$ cat config.mk
export PLATFORM = sky130hd
export DESIGN_NAME = bitrev_host
export DESIGN_NICKNAME = d
export VERILOG_FILES = /design/src/rtl/bitrev_host.sv
export SDC_FILE = /design/constraint.sdc
export NUM_CORES = 1
export LEC_CHECK = 0
export ABC_AREA = 1
export BUFFER_PORTS_ARGS = -buffer_cell sky130_fd_sc_hd__buf_2
export CAP_MARGIN = 0
export CORE_ASPECT_RATIO = 1.4
export CORE_MARGIN = 3
export CORE_UTILIZATION = 49
export CTS_BUF_LIST = sky130_fd_sc_hd__clkbuf_8
export CTS_CLUSTER_DIAMETER = 30
export CTS_CLUSTER_SIZE = 12
export DETAILED_ROUTE_END_ITERATION = 10
export HOLD_SLACK_MARGIN = 0.03
export PLACE_DENSITY = 0.8
export SLEW_MARGIN = 20
export SYNTH_ARGS = -nofsm -noshare
export SYNTH_HDL_FRONTEND = slang
export SYNTH_SLANG_ARGS = --single-unit
$ cat constraint.sdc
create_clock -name clk -period 2.8 [get_ports clk]
set_clock_uncertainty 0.05 [all_clocks]
set_input_delay 0.42 -clock clk [delete_from_list [all_inputs] [get_ports clk]]
set_output_delay 0.42 -clock clk [all_outputs]
set_load 0.005 [all_outputs]
$ cat src/rtl/bitrev_host.sv
// bitrev_host: initiator for the 4-word bit-reversal wrapper.
// Takes one batch of N_WORDS words from an upstream valid/ready stream,
// writes them into the wrapper with level strobes held and gapped for the
// wrapper's sampling, starts it, reads the reordered words back and
// presents them downstream. Waits out the wrapper's self-reset before the
// next batch. All strobes and handshake outputs are registered.
module bitrev_host #(
    parameter int DATA_W   = 32,
    parameter int N_WORDS  = 4,
    parameter int HOLD_CYC = 2,
    parameter int GAP_CYC  = 2,
    parameter int RD_LAT   = 2,
    parameter int RST_WAIT = 6,
    parameter int TIMEOUT  = 1024
) (
    input  logic              clk,
    input  logic              reset,
    input  logic              s_valid_i,
    input  logic [DATA_W-1:0] s_data_i,
    output logic              s_ready_o,
    output logic              m_valid_o,
    output logic [DATA_W-1:0] m_data_o,
    output logic              m_last_o,
    input  logic              m_ready_i,
    output logic [DATA_W-1:0] br_din_o,
    output logic              br_write_o,
    output logic              br_start_o,
    output logic              br_read_o,
    input  logic [DATA_W-1:0] br_dout_i,
    input  logic              br_done_i,
    output logic              busy_o,
    output logic              err_o
);

    localparam int IDX_W    = (N_WORDS > 1) ? $clog2(N_WORDS) : 1;
    localparam int PH_MAX_A = (TIMEOUT > RST_WAIT) ? TIMEOUT : RST_WAIT;
    localparam int PH_MAX   = (PH_MAX_A > HOLD_CYC + GAP_CYC) ? PH_MAX_A : HOLD_CYC + GAP_CYC;
    localparam int PH_W     = $clog2(PH_MAX + 1);

    localparam logic [IDX_W-1:0] LAST_IDX  = IDX_W'(N_WORDS - 1);
    localparam logic [PH_W-1:0]  HOLD_END  = PH_W'(HOLD_CYC - 1);
    localparam logic [PH_W-1:0]  GAP_END   = PH_W'(GAP_CYC - 1);
    localparam logic [PH_W-1:0]  TO_END    = PH_W'(TIMEOUT - 1);
    localparam logic [PH_W-1:0]  RW_END    = PH_W'(RST_WAIT - 1);
    // Capture point: cycle RD_LAT after read rise, either inside the high
    // phase or carried over into the low gap.
    localparam bit               LAT_IN_HI = (RD_LAT < HOLD_CYC);
    localparam logic [PH_W-1:0]  LAT_HI    = PH_W'(RD_LAT);
    localparam logic [PH_W-1:0]  LAT_LO    = PH_W'((RD_LAT >= HOLD_CYC) ? RD_LAT - HOLD_CYC : 0);

    typedef enum logic [3:0] {
        IDLE,
        WR_HI,
        WR_LO,
        START,
        WAIT_DONE,
        RD_HI,
        RD_LO,
        OUT,
        RECOVER,
        ERR
    } state_t;

    state_t           state_reg, state_next;
    logic [PH_W-1:0]  phase_reg, phase_next;
    logic [IDX_W-1:0] index_reg, index_next;
    logic             load_word;
    logic             capture;
    logic             s_hs;

    assign s_hs = s_valid_i && s_ready_o;

    // Next-state, phase/index counters and datapath enables
    always_comb begin
        state_next = state_reg;
        phase_next = phase_reg;
        index_next = index_reg;
        load_word  = 1'b0;
        capture    = 1'b0;
        case (state_reg)
            IDLE: begin
                if (s_hs) begin
                    load_word  = 1'b1;
                    index_next = '0;
                    phase_next = '0;
                    state_next = WR_HI;
                end
            end
            WR_HI: begin
                if (br_done_i) begin
                    state_next = ERR;
                end else if (phase_reg == HOLD_END) begin
                    phase_next = '0;
                    state_next = WR_LO;
                end else begin
                    phase_next = phase_reg + 1'b1;
                end
            end
            WR_LO: begin
                if (br_done_i) begin
                    state_next = ERR;
                end else if (phase_reg != GAP_END) begin
                    phase_next = phase_reg + 1'b1;
                end else if (index_reg == LAST_IDX) begin
                    phase_next = '0;
                    state_next = START;
                end else if (s_hs) begin
                    load_word  = 1'b1;
                    index_next = index_reg + 1'b1;
                    phase_next = '0;
                    state_next = WR_HI;
                end
            end
            START: begin
                // The start cycle itself counts as cycle 0 of the timeout
                if (br_done_i) begin
                    state_next = ERR;
                end else begin
                    phase_next = PH_W'(1);
                    state_next = WAIT_DONE;
                end
            end
            WAIT_DONE: begin
                if (br_done_i) begin
                    index_next = '0;
                    phase_next = '0;
                    state_next = RD_HI;
                end else if (phase_reg >= TO_END) begin
                    state_next = ERR;
                end else begin
                    phase_next = phase_reg + 1'b1;
                end
            end
            RD_HI: begin
                capture = LAT_IN_HI && (phase_reg == LAT_HI);
                if (!br_done_i) begin
                    state_next = ERR;
                end else if (phase_reg == HOLD_END) begin
                    phase_next = '0;
                    state_next = RD_LO;
                end else begin
                    phase_next = phase_reg + 1'b1;
                end
            end
            RD_LO: begin
                capture = !LAT_IN_HI && (phase_reg == LAT_LO);
                if (phase_reg == GAP_END) begin
                    phase_next = '0;
                    state_next = OUT;
                end else begin
                    phase_next = phase_reg + 1'b1;
                end
            end
            OUT: begin
                if (m_valid_o && m_ready_i) begin
                    phase_next = '0;
                    if (index_reg == LAST_IDX) begin
                        state_next = RECOVER;
                    end else begin
                        index_next = index_reg + 1'b1;
                        state_next = RD_HI;
                    end
                end
            end
            RECOVER: begin
                // Minimum wait first, then also wait for the wrapper to drop done
                if (phase_reg < RW_END) begin
                    phase_next = phase_reg + 1'b1;
                end else if (!br_done_i) begin
                    phase_next = '0;
                    state_next = IDLE;
                end
            end
            ERR: begin
                state_next = ERR;
            end
            default: begin
                state_next = IDLE;
            end
        endcase
    end

    // State, datapath and registered outputs derived from the next state
    always_ff @(posedge clk or posedge reset) begin
        if (reset) begin
            state_reg  <= IDLE;
            phase_reg  <= '0;
            index_reg  <= '0;
            br_din_o   <= '0;
            m_data_o   <= '0;
            br_write_o <= 1'b0;
            br_start_o <= 1'b0;
            br_read_o  <= 1'b0;
            m_valid_o  <= 1'b0;
            m_last_o   <= 1'b0;
            s_ready_o  <= 1'b0;
            busy_o     <= 1'b0;
            err_o      <= 1'b0;
        end else begin
            state_reg  <= state_next;
            phase_reg  <= phase_next;
            index_reg  <= index_next;
            if (load_word) begin
                br_din_o <= s_data_i;
            end
            if (capture) begin
                m_data_o <= br_dout_i;
            end
            br_write_o <= (state_next == WR_HI);
            br_start_o <= (state_next == START);
            br_read_o  <= (state_next == RD_HI);
            m_valid_o  <= (state_next == OUT);
            m_last_o   <= (state_next == OUT) && (index_next == LAST_IDX);
            s_ready_o  <= (state_next == IDLE) ||
                          ((state_next == WR_LO) && (phase_next == GAP_END) && (index_next != LAST_IDX));
            busy_o     <= (state_next != IDLE);
            err_o      <= err_o || (state_next == ERR);
        end
    end

endmodule

==> results of run 1 <==
[synth_stat cells, drive strengths merged]
| master | n | share of area, % |
|---|---|---|
| inv | 45 | 3.4 |
| a21oi | 14 | 1.7 |
| a22oi | 1 | 0.15 |
| nand4 | 8 | 1.3 |
| mux2 | 64 | 15 |
| a21boi | 1 | 0.15 |
| a31o | 1 | 0.18 |
| nand3 | 53 | 6.6 |
| dfrtp | 89 | 45 |
| xor2 | 1 | 0.18 |
| nor3b | 1 | 0.38 |
| nand3b | 3 | 0.71 |
| nand2 | 154 | 12 |
| o211ai | 2 | 0.30 |
| a41oi | 1 | 0.18 |
| o31ai | 1 | 0.15 |
| o21ai | 11 | 1.2 |
| a211oi | 1 | 0.15 |
| ha | 7 | 1.8 |
| buf | 11 | 1.4 |
| nor2 | 69 | 7.2 |
| clkinv | 2 | 0.15 |
| nor3 | 5 | 0.51 |
[per-stage QoR]
step / setup slack [ns] / total power [uW] / util, % / instances
2_1_floorplan: 0.0231 / 3360 / - / 545
3_3_place_gp: 0.509 / 4210 / 60.4 / 814
5_1_grt: 0.294 / 5430 / 62.3 / 830
4_1_cts: 0.522 / 5070 / 62.3 / 830
3_5_place_dp: 0.541 / 4250 / 60.4 / 814
6_report: 0.469 / 5050 / 62.3 / 830
[cells by family after synthesis]
logic type	count (synthesis)	synth area share, %
AO/OA/AOI/OAI	33	4.19
buffers and inverters	58	4.98
XOR/XNOR	1	0.178
adder cells (fa/ha/maj)	7	1.78
flip-flops	89	45.2
multiplexers	64	14.6
AND/OR/NAND/NOR	293	29.1
[power by group through the flow]
| stage | Clock (uW) | Sequential [uW] | Combinational [uW] |
|---|---|---|---|
| detailed placement | 0 | 1910 | 2330 |
| global route | 901 | 1940 | 2590 |
| floorplan | 0 | 1880 | 1480 |
| finish | 808 | 1900 | 2350 |
| global placement | 0 | 1900 | 2310 |
| CTS | 835 | 1890 | 2340 |
[worst max-delay path by stage]
| stage | from | end | slack, ns | depth (start not counted) |
|---|---|---|---|---|
| 2_1_floorplan | reset | br_din_o[0] | 0.02 | 1 |
| 3_3_place_gp | state_reg[3] | s_ready_o | 0.51 | 14 |
| 3_5_place_dp | state_reg[0] | s_ready_o | 0.54 | 15 |
| 4_1_cts | state_reg[3] | s_ready_o | 0.52 | 14 |
| 5_1_grt | state_reg[3] | s_ready_o | 0.29 | 14 |
| 6_report | state_reg[0] | s_ready_o | 0.47 | 13 |
[metal layers]
layer,wire (um),part of all wire (%)
met5,0,0
met4,716,4.9
met1,5270,36
met3,1350,9.3
met2,7210,50
[cell type report]
type / count / area [um2]
fill: 859 / 3630
multi-input combinational: 398 / 2450
sequential: 89 / 2230
timing repair buffer: 148 / 786
inverter: 47 / 178
tap: 132 / 165
clock buffer: 10 / 138
clock inverter: 6 / 40.0
[worst reg2reg max path, stage by stage, from the launching register on]
cell and delay, ns:
dfrtp_1 0.51, inv_2 0.18, nand3_1 0.13, nand2_2 0.24
nand2_1 0.12, inv_1 0.14, nand3b_1 0.11, nor2_2 0.12
a21oi_1 0.08, nor2_1 0.17, nand2_1 0.09, nor2_1 0.17
nand3_1 0.10, nand2_1 0.06
==> flow_metrics.py, run 1 <==
metrics = {
    "synth": {
        "synth_cell_type_count": 40,
        "seq_area_frac_synth_pct": 45.2,
        "synth-seq-cells": 89,
        "synth_fp_nets": 621,
        "synth_area_um2": 4930,
        "post_synth.cell_area_avg_um2": 9.04,
        "yosys_warnings": 0,
        "syn_inst": 545,
    },
    "floorplan": {
        "dieArea_um2": 11300,
        "dieHeight_um": 125,
        "rows": 42,
        "start_util_pct": 51.2,
        "coreArea_um2": 9620,
        "die-width_um": 90.8,
        "pin_count": 141,
    },
    "setup_path": {
        "path_class": "reg2reg",
        "rr_worst_depth": 13,
        "required_ns": 3.04,
        "r2r_slack_ns": 0.47,
        "reg2reg_from": "state_reg[0]",
        "cp-start-kind": "flip-flop",
        "slowest_stage": "dfrtp_1",
        "cp_top_family": "simple AND/OR/NAND/NOR gates",
        "cp-end-kind": "flip-flop",
        "r2r-end": "s_ready_o",
        "crit_fanout": 10,
        "cp_slowest_stage_delay_ns": 0.51,
        "crit_buf_inv": 2,
        "path_cells": "inv_2, nand3_1, nand2_2, nand2_1, inv_1, nand3b_1, nor2_2, a21oi_1, nor2_1, nand2_1, nor2_1, nand3_1, nand2_1",
        "cpMostUsedCell": "nand2_1",
        "arrival_ns": 2.57,
    },
    "grt": {
        "grt_pass1_wl_um": 23900,
        "grt_use_met2_pct": 46.0,
        "use_met1_pct": 29.8,
        "grt_pass1_vias": 4722,
        "grt_start_max_net_pins": 90,
        "grt_use_met3_pct": 8.34,
        "grt-ovfl-total": 0,
        "grt_use_total_pct": 26.8,
        "antenna_found_initial": 0,
        "grt-busiest-layer": "met2",
    },
    "routing": {
        "vias_per_cell": 5.45,
        "dr.first_iter.drc_count": 360,
        "first_pass_iters": 5,
        "vias": 4520,
        "routed_wl_um": 14500,
        "drc_errors": 0,
        "detail_route.wl_per_cell_um": 17.5,
        "antenna_left": 0,
    },
    "power_and_ir_drop": {
        "p_switching_uw": 2130,
        "power.leakage_uw": 0.00318,
        "pwr-share-comb_pct": 46.4,
        "clkPwrFrac_pct": 16.0,
        "power_frac_seq_pct": 37.6,
        "internal_power_uw": 2920,
        "p_per_area_nw_per_um2": 844,
        "switching_share_pct": 42.2,
        "ir_drop_mv": 0.402,
    },
    "outcome": {
        "status": "completed",
    },
    "sta": {
        "hold_violations": 0,
        "min_period_over_period_pct": 83.3,
        "slew_viol_final": 0,
        "tightest_slew_ns": 0.458,
        "fin_crit_ns": 2.33,
        "rsz0062_at_grt": "no",
        "fin_setup_tns_ns": 0,
        "setup_violations": 0,
        "relSlewSlack_pct": 69.5,
        "fmax_ghz": 0.429,
        "fin_hold_ws_ns": 0.112,
    },
    "run": {
        "maxCapViolations": 0,
    },
    "cts": {
        "root_buffer": "clkbuf_8",
        "post_cts_resized": 0,
        "clkTransAtPathRegs_ns": 0.09,
        "insertion_delay_ns": 0.35,
        "post_cts_buffers": 0,
        "clkSinkCount": 89,
        "cts_buffer_depth": 2,
        "ctsHoldBuffers": 0,
        "cts.htree.levels": 3,
        "cts_made_buffers": 9,
        "cts_tree": "done",
    },
    "finish": {
        "final_cell_area_um2": 5990,
        "drive_gt1_share_pct": 37.2,
        "layout_common_cells": "nand2_1, buf_2, dfrtp_1",
        "final_common_cell": "nand2_1",
        "antenna_cells": 0,
        "syn2layout_area_growth_pct": 21.5,
        "nets": 769,
    },
    "placement": {
        "dpl_cell_area_um2": 5810,
        "gp_congestion": 0.988,
        "io_buffer_count": 140,
        "place_hpwl_um": 11500,
    },
    "worst_hold_path": {
        "hold_class": "in2async",
    },
}
Power figures use the tool's default switching activity.
==> run 2, diff against run 1 <==
CORE_UTILIZATION = 54   (was 49)
PLACE_DENSITY = 0.84   (was 0.8)
clock period = 2.15 ns   (was 2.8 ns; I/O delays follow)
==> run 2 against run 1 <==
Net effect:
- the run now ends with negative setup slack left
- global-route usage increased by 4.9 points
- sequential share of layout area down 4.3 points
- sequential power increased by 34%
- utilization rose by 15 points
- count of clock-buffer cells in the layout unchanged
- largest cell class unchanged
==> flow_metrics.py, run 2 (synthesis gave the netlist of run 1 again) <==
metrics = {
    "floorplan": {
        "dieArea_um2": 10300,
        "die-width_um": 86.7,
        "start_util_pct": 56.3,
        "dieHeight_um": 119,
        "coreArea_um2": 8760,
        "rows": 40,
        "pin_count": 141,
    },
    "sta": {
        "setup_violations": 34,
        "rsz0062_at_grt": "yes",
        "fmax_ghz": 0.438,
        "setup_ws_ns": -0.135,
        "min_period_over_period_pct": 106,
        "tightest_slew_ns": 0.443,
        "relSlewSlack_pct": 70.2,
        "fin_crit_ns": 2.29,
        "hold_violations": 0,
        "slew_viol_final": 0,
    },
    "grt": {
        "grt_start_max_net_pins": 55,
        "grt_pass1_wl_um": 25300,
        "grt_use_total_pct": 31.7,
        "grt-ovfl-total": 0,
        "grt_pass1_vias": 4984,
        "antenna_found_initial": 0,
    },
    "power_and_ir_drop": {
        "power.leakage_uw": 0.00364,
        "ir_drop_mv": 0.947,
        "p_per_area_nw_per_um2": 1190,
    },
    "routing": {
        "routed_wl_um": 19500,
        "drc_errors": 0,
        "antenna_left": 0,
        "detail_route.wl_per_cell_um": 22.6,
        "dr.first_iter.drc_count": 479,
        "first_pass_iters": 6,
        "vias": 5182,
        "vias_per_cell": 6.00,
    },
    "worst_hold_path": {
        "hold_class": "in2reg",
    },
    "setup_path": {
        "cp-end-kind": "flip-flop",
        "required_ns": 2.38,
        "path_class": "reg2reg",
        "r2r_slack_ns": -0.14,
        "crit_fanout": 9,
        "cp-start-kind": "flip-flop",
        "arrival_ns": 2.52,
    },
    "cts": {
        "cts_tree": "done",
        "cts.htree.levels": 3,
        "root_buffer": "clkbuf_8",
        "clkTransAtPathRegs_ns": 0.09,
        "clkSinkCount": 89,
        "insertion_delay_ns": 0.35,
        "cts_buffer_depth": 2,
        "cts_made_buffers": 9,
    },
    "outcome": {
        "status": "complete, but fails checks",
        "failed_checks": "negative setup slack",
    },
    "finish": {
        "fin_cells": 863,
        "ff_latch_area_um2": 2230,
        "fillers": 498,
        "nets": 832,
        "layout_common_cells": "buf_2, nand2_1, dfrtp_1",
        "syn2layout_area_growth_pct": 37.7,
        "multiInputGateArea_um2": 2760,
        "drive_gt1_share_pct": 50.0,
        "antenna_cells": 0,
        "final_common_cell": "buf_2",
    },
    "run": {
        "maxCapViolations": 0,
    },
    "placement": {
        "gp_congestion": 0.971,
        "dpl.cell_count": 829,
        "place_hpwl_um": 12200,
        "io_buffer_count": 140,
        "place_ws_ns": -0.0594,
    },
}
## run 2: cell types whose count changed in the layout (fill, tap and decap cells not counted), moves of 5 or more
cell     before  now
buf_4         6   60
dfrtp_2       0    5
mux2_2       46   27
nor2_1       53   41
nand2_1     143  123
nand2_2      10   27
nor2_4        6   12
mux2_1       18    5
dfrtp_1      89   84
mux2_4        0   32
nor2_2        8   14
## run 2: per-layer routing
layer | GRT usage, % | routed length [um] | up-vias
met1 | 34.8 | 6540 | 2456
li1 | - | - | 2209
met5 | 0 | 0 | -
met3 | 7.13 | 1710 | 129
met4 | 16.3 | 1460 | 0
met2 | 56.0 | 9840 | 388
## run 2: worst max-delay path, cell delays in order, from the launching register on
cell and delay [ns]:
dfrtp_1 0.45, nor2_2 0.16, nand2_2 0.12, nor2_8 0.22, nand2_4 0.13, nor2_4 0.18
buf_4 0.13, nand3_1 0.08, nand3_1 0.11, nand2_1 0.11, nand2_2 0.09, nand2_1 0.11
nor2_4 0.10, nand3_1 0.09, nand2_1 0.07
## run 2: path summary, 6_finish.rpt
path / start / endpoint / depth (start not counted)
setup / recovery: phase_reg[8] / s_ready_o / 14
hold / removal: br_dout_i[20] / m_data_o[20] / 2
setup reg to reg: phase_reg[8] / s_ready_o / 14
hold reg to reg: m_data_o[20] / m_data_o[20] / 1
max in group asynchronous: reset / phase_reg[5] / 4
min in group asynchronous: reset / br_din_o[4] / 3
## run 2: timing repair
item                                   4_1_cts  5_1_grt
cloned                                       1        3
pin swaps                                    4       19
hold buffers                                 1        0
setup buffers                                4       12
endpoints found under the hold margin       15        0
resized for setup                           11       87
setup endpoints to repair                   33       38
## run 2: cell type report
type	count	share of cell area, %
clock buffers	10	2.03
clock inverters	3	0.184
inverters	47	2.65
multi-input cells	399	40.7
flip-flops and latches	89	32.9
well taps	105	1.94
repair buffers	210	19.6
## run 2: report_power, final
part	switching, uW	leakage (uW)	internal, uW
Clock	551	0.0000865	424
Combinational	2460	0.00247	2080
Sequential	407	0.00108	2140
## run 2: stage by stage
| step | setup TNS, ns | power [uW] | cell area (um2) | utilization [%] | hold WS (ns) |
|---|---|---|---|---|---|
| finish | -2.87 | 8060 | 6790 | 77.5 | 0.147 |
| global route | -3.88 | 8420 | 6790 | 77.5 | 0.130 |
| CTS | -0.0103 | 6990 | 6350 | 72.5 | 0.139 |
| detailed placement | -0.233 | 5910 | 6110 | 69.7 | 0.282 |
| global placement | 0 | 5790 | 6110 | 69.7 | 0.275 |
| floorplan | 0 | 4380 | 4930 | - | 0.404 |
